[src/rtl/regfile_pkg.sv]
// Shared register-file constants and the writeback request record used by the
// writeback arbiter.
package regfile_pkg;

    localparam int ADDR_W    = 5;
    localparam int NUM_REGS  = 32;
    localparam int ZERO_REG  = 31;
    localparam int WB_DATA_W = 64;

    typedef struct packed {
        logic [ADDR_W-1:0]    addr;
        logic [WB_DATA_W-1:0] data;
    } wb_req_t;

endpackage

[src/rtl/rr_arbiter.sv]
// Combinational round-robin arbiter: rotate requests so the pointer sits at bit 0,
// pick the lowest set bit, then rotate the winner back to an absolute index.
module rr_arbiter #(
    parameter int  N     = 4,
    localparam int IDX_W = (N > 1) ? $clog2(N) : 1
) (
    input  logic [N-1:0]     req,
    input  logic [IDX_W-1:0] ptr,
    output logic [N-1:0]     grant,
    output logic [IDX_W-1:0] grant_idx,
    output logic             grant_valid
);

    logic [2*N-1:0]   req_dbl;
    logic [N-1:0]     req_rot;
    logic [IDX_W-1:0] rot_idx;
    logic [IDX_W:0]   idx_sum;

    assign req_dbl = {req, req};
    assign req_rot = req_dbl[ptr +: N];

    always_comb begin
        rot_idx     = '0;
        grant_valid = 1'b0;
        for (int i = N - 1; i >= 0; i--) begin
            if (req_rot[i]) begin
                rot_idx     = IDX_W'(i);
                grant_valid = 1'b1;
            end
        end
    end

    // Modulo-N add; N need not be a power of two.
    assign idx_sum   = {1'b0, ptr} + {1'b0, rot_idx};
    assign grant_idx = (idx_sum >= (IDX_W+1)'(N)) ? IDX_W'(idx_sum - (IDX_W+1)'(N))
                                                  : IDX_W'(idx_sum);

    generate
        for (genvar gi = 0; gi < N; gi++) begin : g_grant
            assign grant[gi] = grant_valid && (grant_idx == IDX_W'(gi));
        end
    endgenerate

endmodule

[src/rtl/regfile_wb_arbiter.sv]
// Round-robin sharing of the single register-file write port among NUM_REQ
// writeback sources, with a registered select/enable/data stage (DATA_W up to 64).
module regfile_wb_arbiter
    import regfile_pkg::wb_req_t;
#(
    parameter int NUM_REQ  = 4,
    parameter int DATA_W   = 64,
    parameter int ADDR_W   = regfile_pkg::ADDR_W,
    parameter int ZERO_REG = regfile_pkg::ZERO_REG
) (
    input  logic                           clk,
    input  logic                           rst_n,
    input  logic                           wb_stall,
    input  logic [NUM_REQ-1:0]             req_valid,
    input  logic [NUM_REQ-1:0][ADDR_W-1:0] req_addr,
    input  logic [NUM_REQ-1:0][DATA_W-1:0] req_data,
    output logic [NUM_REQ-1:0]             req_ready,
    output logic                           wr_en,
    output logic [ADDR_W-1:0]              wr_sel,
    output logic [DATA_W-1:0]              wr_data
);

    localparam int PTR_W = $clog2(NUM_REQ);

    logic [PTR_W-1:0]   rr_ptr_reg;
    logic [PTR_W-1:0]   rr_ptr_next;
    logic [NUM_REQ-1:0] arb_req;
    logic [NUM_REQ-1:0] grant;
    logic [PTR_W-1:0]   grant_idx;
    logic               grant_valid;
    logic               drop_write;
    wb_req_t            sel_req;

    logic               wr_en_reg;
    logic [ADDR_W-1:0]  wr_sel_reg;
    logic [DATA_W-1:0]  wr_data_reg;

    // Ready is suppressed while in reset so nothing looks accepted that will be lost.
    assign arb_req = (wb_stall || !rst_n) ? '0 : req_valid;

    rr_arbiter #(
        .N (NUM_REQ)
    ) u_rr_arbiter (
        .req         (arb_req),
        .ptr         (rr_ptr_reg),
        .grant       (grant),
        .grant_idx   (grant_idx),
        .grant_valid (grant_valid)
    );

    assign req_ready = grant;

    always_comb begin
        sel_req.addr = req_addr[grant_idx];
        sel_req.data = req_data[grant_idx];
    end

    // Zero-register writes complete the handshake but never reach the file.
    assign drop_write = (sel_req.addr == ADDR_W'(ZERO_REG));

    always_comb begin
        rr_ptr_next = rr_ptr_reg;
        if (grant_valid) begin
            rr_ptr_next = (grant_idx == PTR_W'(NUM_REQ - 1)) ? '0 : grant_idx + PTR_W'(1);
        end
    end

    always_ff @(posedge clk or negedge rst_n) begin
        if (!rst_n) begin
            rr_ptr_reg  <= '0;
            wr_en_reg   <= 1'b0;
            wr_sel_reg  <= '0;
            wr_data_reg <= '0;
        end else begin
            rr_ptr_reg <= rr_ptr_next;
            wr_en_reg  <= grant_valid && !drop_write;
            if (grant_valid && !drop_write) begin
                wr_sel_reg  <= sel_req.addr;
                wr_data_reg <= sel_req.data;
            end
        end
    end

    assign wr_en   = wr_en_reg;
    assign wr_sel  = wr_sel_reg;
    assign wr_data = wr_data_reg;

endmodule

[config.mk]
export PLATFORM = sky130hd
export DESIGN_NAME = regfile_wb_arbiter
export DESIGN_NICKNAME = d
export VERILOG_FILES = /design/src/rtl/regfile_pkg.sv /design/src/rtl/rr_arbiter.sv /design/src/rtl/regfile_wb_arbiter.sv
export SDC_FILE = /design/constraint.sdc
export NUM_CORES = 1
export LEC_CHECK = 0
export BUFFER_PORTS_ARGS = -buffer_cell sky130_fd_sc_hd__buf_4
export CORE_AREA = 3 3 137 139
export DETAILED_ROUTE_END_ITERATION = 12
export DIE_AREA = 0 0 140 142
export HOLD_SLACK_MARGIN = 0.1
export PLACE_DENSITY = 0.63
export SYNTH_ARGS = -nofsm -noshare
export SYNTH_HDL_FRONTEND = slang
export SYNTH_SLANG_ARGS = --single-unit
[constraint.sdc]
create_clock -name clk -period 4.57 [get_ports clk]
set_clock_uncertainty 0.2 [all_clocks]
set_input_delay 0.914 -clock clk [delete_from_list [all_inputs] [get_ports clk]]
set_output_delay 0.914 -clock clk [all_outputs]
set_load 0.01 [all_outputs]
# After elaboration in Yosys (flattened, before gate mapping)
# Index checks and enable logic that the tools add are counted.
op_classes:
  n_addsub: 3
  magnitude_cmp: 2
  n_eq_ne: 4
  n_shift: 1
  muxes: 15
  n_reduce_logical: 9
op_table:
  columns: ["operator", "n"]
  rows:
  - ["64-bit binary-select mux with 2-bit select", 1]
  - ["64-bit two-way mux", 1]
  - ["2-bit two-way mux", 6]
  - ["5-bit binary-select mux with 2-bit select", 1]
  - ["8-bit by 3-bit indexed part select with 4-bit output", 1]
  - ["5-bit == test, second input constant", 1]
  - ["1-bit logical AND", 5]
  - ["5-bit two-way mux", 1]
  - ["2-bit == test, second input constant", 2]
  - ["1-bit two-way mux", 4]
  - ["4-bit two-way mux", 1]
  - ["2-bit by 2-bit adder with 3-bit output", 1]
  - ["3-bit greater-or-equal comparator, second input constant", 1]
  - ["2-bit by 3-bit < comparator with 1-bit output, second input constant", 1]
  - ["2-bit by 1-bit adder with 2-bit output, second input constant", 1]
  - ["2-bit by 1-bit == test with 1-bit output, second input constant", 1]
  - ["1-bit zero test", 2]
  - ["2-bit zero test", 1]
  - ["2-bit by 1-bit subtractor with 2-bit output, second input constant", 1]
  - ["1-bit logical OR", 1]
word_totals:
  ff_bits: 72
  out_inout_bits: 74
  word_cells: 38

# Logic depth before layout (Yosys ltp)
depth:
  ltp_word: 16
  ltp_mapped: 16
  depth_no_buf: 13

# By module
# Synthesis repeated with hierarchy kept, for this count alone.
unflattened:
  hier_cells: 293
  area_unflattened_um2: 4906.0
modules_own_cells:
  columns: ["mod", "instances", "cells_per_inst", "area_per_inst_um2"]
  rows:
  - ["regfile_wb_arbiter", 1, 252, 4584.4]
  - ["rr_arbiter", 1, 41, 321.6]

# Worst setup path after synthesis
# No wires, ideal clock.
synth_timing:
  kind: "input to output"
  startpoint: "input port req_valid[2]"
  endpoint: "output port req_ready[3]"
  t_arrival_ns: 2.981
  slack_ns: 0.475
  stages: 13
  path_buffers: 2
  path_cell_list: "buf_4 nor2b_1 a21oi_1 o22ai_1 o21ai_0 nor2_1 ha_1 inv_1 xnor2_2 clkbuf_1 inv_1 ha_1 and2_1"
synth_between:
  elab_chain_cells: 11
synth_lines:
  columns: ["item", "line", "text"]
  rows:
  - ["start, declared", "regfile_wb_arbiter.sv:14", "input logic [NUM_REQ-1:0] req_valid,"]
  - ["4-bit two-way mux (*)", "regfile_wb_arbiter.sv:39", "assign arb_req = (wb_stall || !rst_n) ? '0 : req_valid;"]
  - ["8-bit by 3-bit indexed part select with 4-bit output (*)", "rr_arbiter.sv:20", "assign req_rot = req_dbl[ptr +: N];"]
  - ["2-bit two-way mux (4 in series)", "rr_arbiter.sv:26", "if (req_rot[i]) begin"]
  - ["2-bit by 2-bit adder with 3-bit output", "rr_arbiter.sv:34", "assign idx_sum = {1'b0, ptr} + {1'b0, rot_idx};"]
  - ["3-bit greater-or-equal comparator / 2-bit by 1-bit subtractor with 2-bit output (equally long branches)", "rr_arbiter.sv:35", "assign grant_idx = (idx_sum >= (IDX_W+1)'(N)) ? IDX_W'(idx_sum - (IDX_W+1)'(N))"]
  - ["2-bit two-way mux", "rr_arbiter.sv:35", null]
  - ["2-bit == test", "rr_arbiter.sv:40", "assign grant[gi] = grant_valid && (grant_idx == IDX_W'(gi));"]
  - ["1-bit logical AND (*)", "rr_arbiter.sv:40", null]
  - ["end, declared", "regfile_wb_arbiter.sv:17", "output logic [NUM_REQ-1:0] req_ready,"]
# Every way passes the cells marked *; elsewhere a longest branch is shown, timed or not.

# Worst setup path in the final report
layout_timing:
  startpoint: "input port req_valid[2]"
  endpoint: "register wr_data_reg[6], in the netlist wr_data[6]"
layout_between:
  elab_chain_cells: 14
layout_lines:
  columns: ["item", "line", "text"]
  rows:
  - ["4-bit two-way mux (*)", "regfile_wb_arbiter.sv:39", null]
  - ["8-bit by 3-bit indexed part select with 4-bit output (*)", "rr_arbiter.sv:20", null]
  - ["2-bit two-way mux (4 in series)", "rr_arbiter.sv:26", null]
  - ["2-bit by 2-bit adder with 3-bit output", "rr_arbiter.sv:34", null]
  - ["3-bit greater-or-equal comparator / 2-bit by 1-bit subtractor with 2-bit output (equally long branches)", "rr_arbiter.sv:35", null]
  - ["2-bit two-way mux", "rr_arbiter.sv:35", null]
  - ["5-bit binary-select mux with 2-bit select", "regfile_wb_arbiter.sv:54", "sel_req.addr = req_addr[grant_idx];"]
  - ["5-bit two-way mux (not written as such)", "regfile_wb_arbiter.sv:54", null]
  - ["5-bit == test", "regfile_wb_arbiter.sv:59", "assign drop_write = (sel_req.addr == ADDR_W'(ZERO_REG));"]
  - ["1-bit zero test", "regfile_wb_arbiter.sv:77", "if (grant_valid && !drop_write) begin"]
  - ["1-bit logical AND", "regfile_wb_arbiter.sv:77", null]
  - ["end signal, assigned", "regfile_wb_arbiter.sv:79", "wr_data_reg <= sel_req.data;"]
  - ["end, declared", "regfile_wb_arbiter.sv:36", "logic [DATA_W-1:0] wr_data_reg;"]
# Every way passes the cells marked *; elsewhere a longest branch is shown, timed or not. The select of a mux whose other input is x is not followed.
# A chain may end at the register's enable or synchronous reset.

==> reports/results.ini <==
[finish]
largest_reg_flops=64
synthToLayoutAreaGrowth_pct=69.31
fin_util=0.4535
nets=946
final_layout_size_suffix_gt1_frac=0.7810
diodes=0

[setup_path]
cp_slowest_stage_delay_ps=460
cp_slowest_cell=buf_4
rrSetupSlack_ps=810
crit_family=buffers and inverters
required_ps=4580
r2r-end=wr_data[6]$_DFFE_PN0P_
reg2reg_from=rr_ptr_reg[1]$_DFFE_PN0P_
reg2reg_depth=13
worst-path-stages=14
endpoint_kind=flop
crit_path_start_kind=input port
critPathBufInv=4
critPathMaxFanout=69
arrival_ps=3980
path_cells=buf_4 -> nor2b_1 -> a21oi_1 -> o22ai_1 -> o21ai_0 -> nor2_1 -> ha_4 -> inv_1 -> xnor2_4 -> buf_4 -> mux2i_1 -> a21oi_4 -> buf_12 -> mux2_2
path_common_cell=buf_4
crit_type=in2reg

[timing]
max_slew.worst_pin.slew_ps=698.8
setup_tns_ps=0
clock.fmax_mhz=252.3
rsz0062_at_grt=no
setup_viol=0
finalHoldViolCount=0
hold-worst-slack_ps=287.4
slew_headroom=0.5332
post-route-period-util=0.8673
finalCriticalPeriod_ps=3963
maxSlewViolCount=0

[clock_tree]
clock_tree.root_cell=clkbuf_16
clock_latency_ps=320
cts_buffer_depth=2
cts.clk_slew.worst_paths_ps=60
cts_tree=built
holdBufCountCts=0
h-tree-depth=3
cts_sinks=72
cts.repair.resized=0
cts_buffers=9
cts_setup_buffers=0

[floorplanning]
fp.dieH_um=142
die_x_um=140
io_pins=357
num_rows=49
start_util=0.2678
core-area_um2=17780
die-area_um2=19880

[power_and_ir_drop]
seqPwrFrac=0.236
p_leak_uw=0.003719
internal-power_uw=3311
netSwitchingPower_uw=1668
p_comb_frac=0.591
cellPowerDensity_nw_per_um2=617.6
pwr-share-clk=0.173
vdd_drop_max_v=0.0002613
swShare=0.3350

[logic_synthesis]
postSynthNetCount=598
ys_seq_area_frac=0.3783
synth_cell_types=37
syn_area_um2=4762
synthCells=310
synth_edf_count=0
synth_area_per_cell_um2=15.36
yosysWarnings=0
async_reset_ff_frac=1.000
synth_seq_cells=72
synth_flop_cell=dfrtp_1

[worst_hold_path]
whs_path_depth=1
hold_start=wr_data[27]$_DFFE_PN0P_
hold_path_class=reg2reg
hold_end=wr_data[27]$_DFFE_PN0P_

[job]
maxCapViolations=0

[drt]
routed_via_density=4.927
drt_pre_antenna_iters=4
drc=0
wl_mm=17.20
routed-via-count=4390
final_antenna_net_count=0
wl_per_cell_um=19.31
initialDrtViolationCount=111

[grt]
track_usage=0.1665
grt_start_max_net_pins=70
grt_pass1_vias=4806
grt_pass1_wl_mm=25.94
overflow=0
antenna_found_initial=0

[placement]
port_buffers=356
gp_congestion=0.9491
dp_hpwl_mm=14.27

[status]
status=completed

==> layout make-up <==
type / count / area, um^2
clock buffer: 10 / 239.0
clock inverter: 5 / 128.9
fill: 1618 / 9717
inverter: 5 / 18.77
multi-input combinational: 207 / 2850
sequential: 72 / 1802
tap: 229 / 286.5
timing repair buffer: 363 / 2738
==> per-layer routing <==
metal  GRT usage  wire length, um  vias to the layer above
li1            -                -                     1949
met1      0.1883             6104                     2167
met2      0.3006             9304                      257
met3     0.06116             1533                       17
met4     0.03978              259                        0
met5           0                0                        -
==> stage by stage <==
step                instance area (um^2)  power, uW  worst slack (ps)  cells
floorplan                           4762       3058             475.3    310
global placement                    7695       4114             448.9    876
detailed placement                  7695       4188             308.9    876
CTS                                 8063       5083             625.5    891
global route                        8063       5325             412.4    891
finish                              8063       4979             606.7    891
==> layout by cell type, fill, tap and decap left out, types with 2 or more instances in the layout <==
| cell | n |
|---|---|
| o21ai_0 | 4 |
| nand3_1 | 2 |
| nand2_1 | 4 |
| bufinv_16 | 4 |
| a221oi_1 | 4 |
| nor2_1 | 4 |
| o211ai_1 | 3 |
| mux2_2 | 63 |
| a21oi_1 | 4 |
| and2_1 | 4 |
| inv_1 | 5 |
| nor2b_1 | 8 |
| mux4_2 | 68 |
| buf_4 | 362 |
| mux2_1 | 8 |
| dfrtp_1 | 72 |
| mux2i_1 | 2 |
| o22ai_1 | 3 |
| nor3b_1 | 2 |
| nand4_1 | 4 |
| ha_1 | 4 |
| clkbuf_16 | 9 |
| nand2b_1 | 2 |
==> worst max path at each step <==
stage / end / start / slack (ps)
2_1_floorplan: req_ready[3] / req_valid[2] / 480
3_3_place_gp: wr_data[5]$_DFFE_PN0P_ / req_valid[2] / 450
3_5_place_dp: wr_data[6]$_DFFE_PN0P_ / req_valid[0] / 310
4_1_cts: req_ready[3] / req_valid[0] / 630
5_1_grt: wr_data[11]$_DFFE_PN0P_ / req_valid[2] / 410
6_report: wr_data[6]$_DFFE_PN0P_ / req_valid[2] / 610
==> power groups by stage <==
stage	combinational [uW]	clock (uW)	sequential, uW
floorplan	1770	0	1280
global placement	2940	0	1170
detailed placement	3000	0	1190
CTS	3010	894	1180
global route	3190	919	1220
finish	2940	862	1170
==> cell families after synthesis <==
| family | Yosys count | share of synthesized area |
|---|---|---|
| muxes | 141 | 0.4937 |
| DFF | 72 | 0.3784 |
| and+or+nand+nor | 35 | 0.04282 |
| buffers and inverters | 31 | 0.02969 |
| AOI/OAI and AO/OA | 24 | 0.03705 |
| adders and majority gates | 5 | 0.01314 |
| xor gates and xnor gates | 2 | 0.005256 |
==> cells in the mapped netlist (5+ instances only) <==
library cell / number / area, um^2
buf_2: 8 / 40.04
clkbuf_1: 15 / 56.30
nor2b_1: 8 / 50.05
dfrtp_1: 72 / 1802
ha_1: 5 / 62.56
mux4_2: 68 / 1531
mux2_1: 8 / 90.09
inv_1: 5 / 18.77
mux2_2: 63 / 709.4
Note: power is estimated with default switching activity, not from simulation.
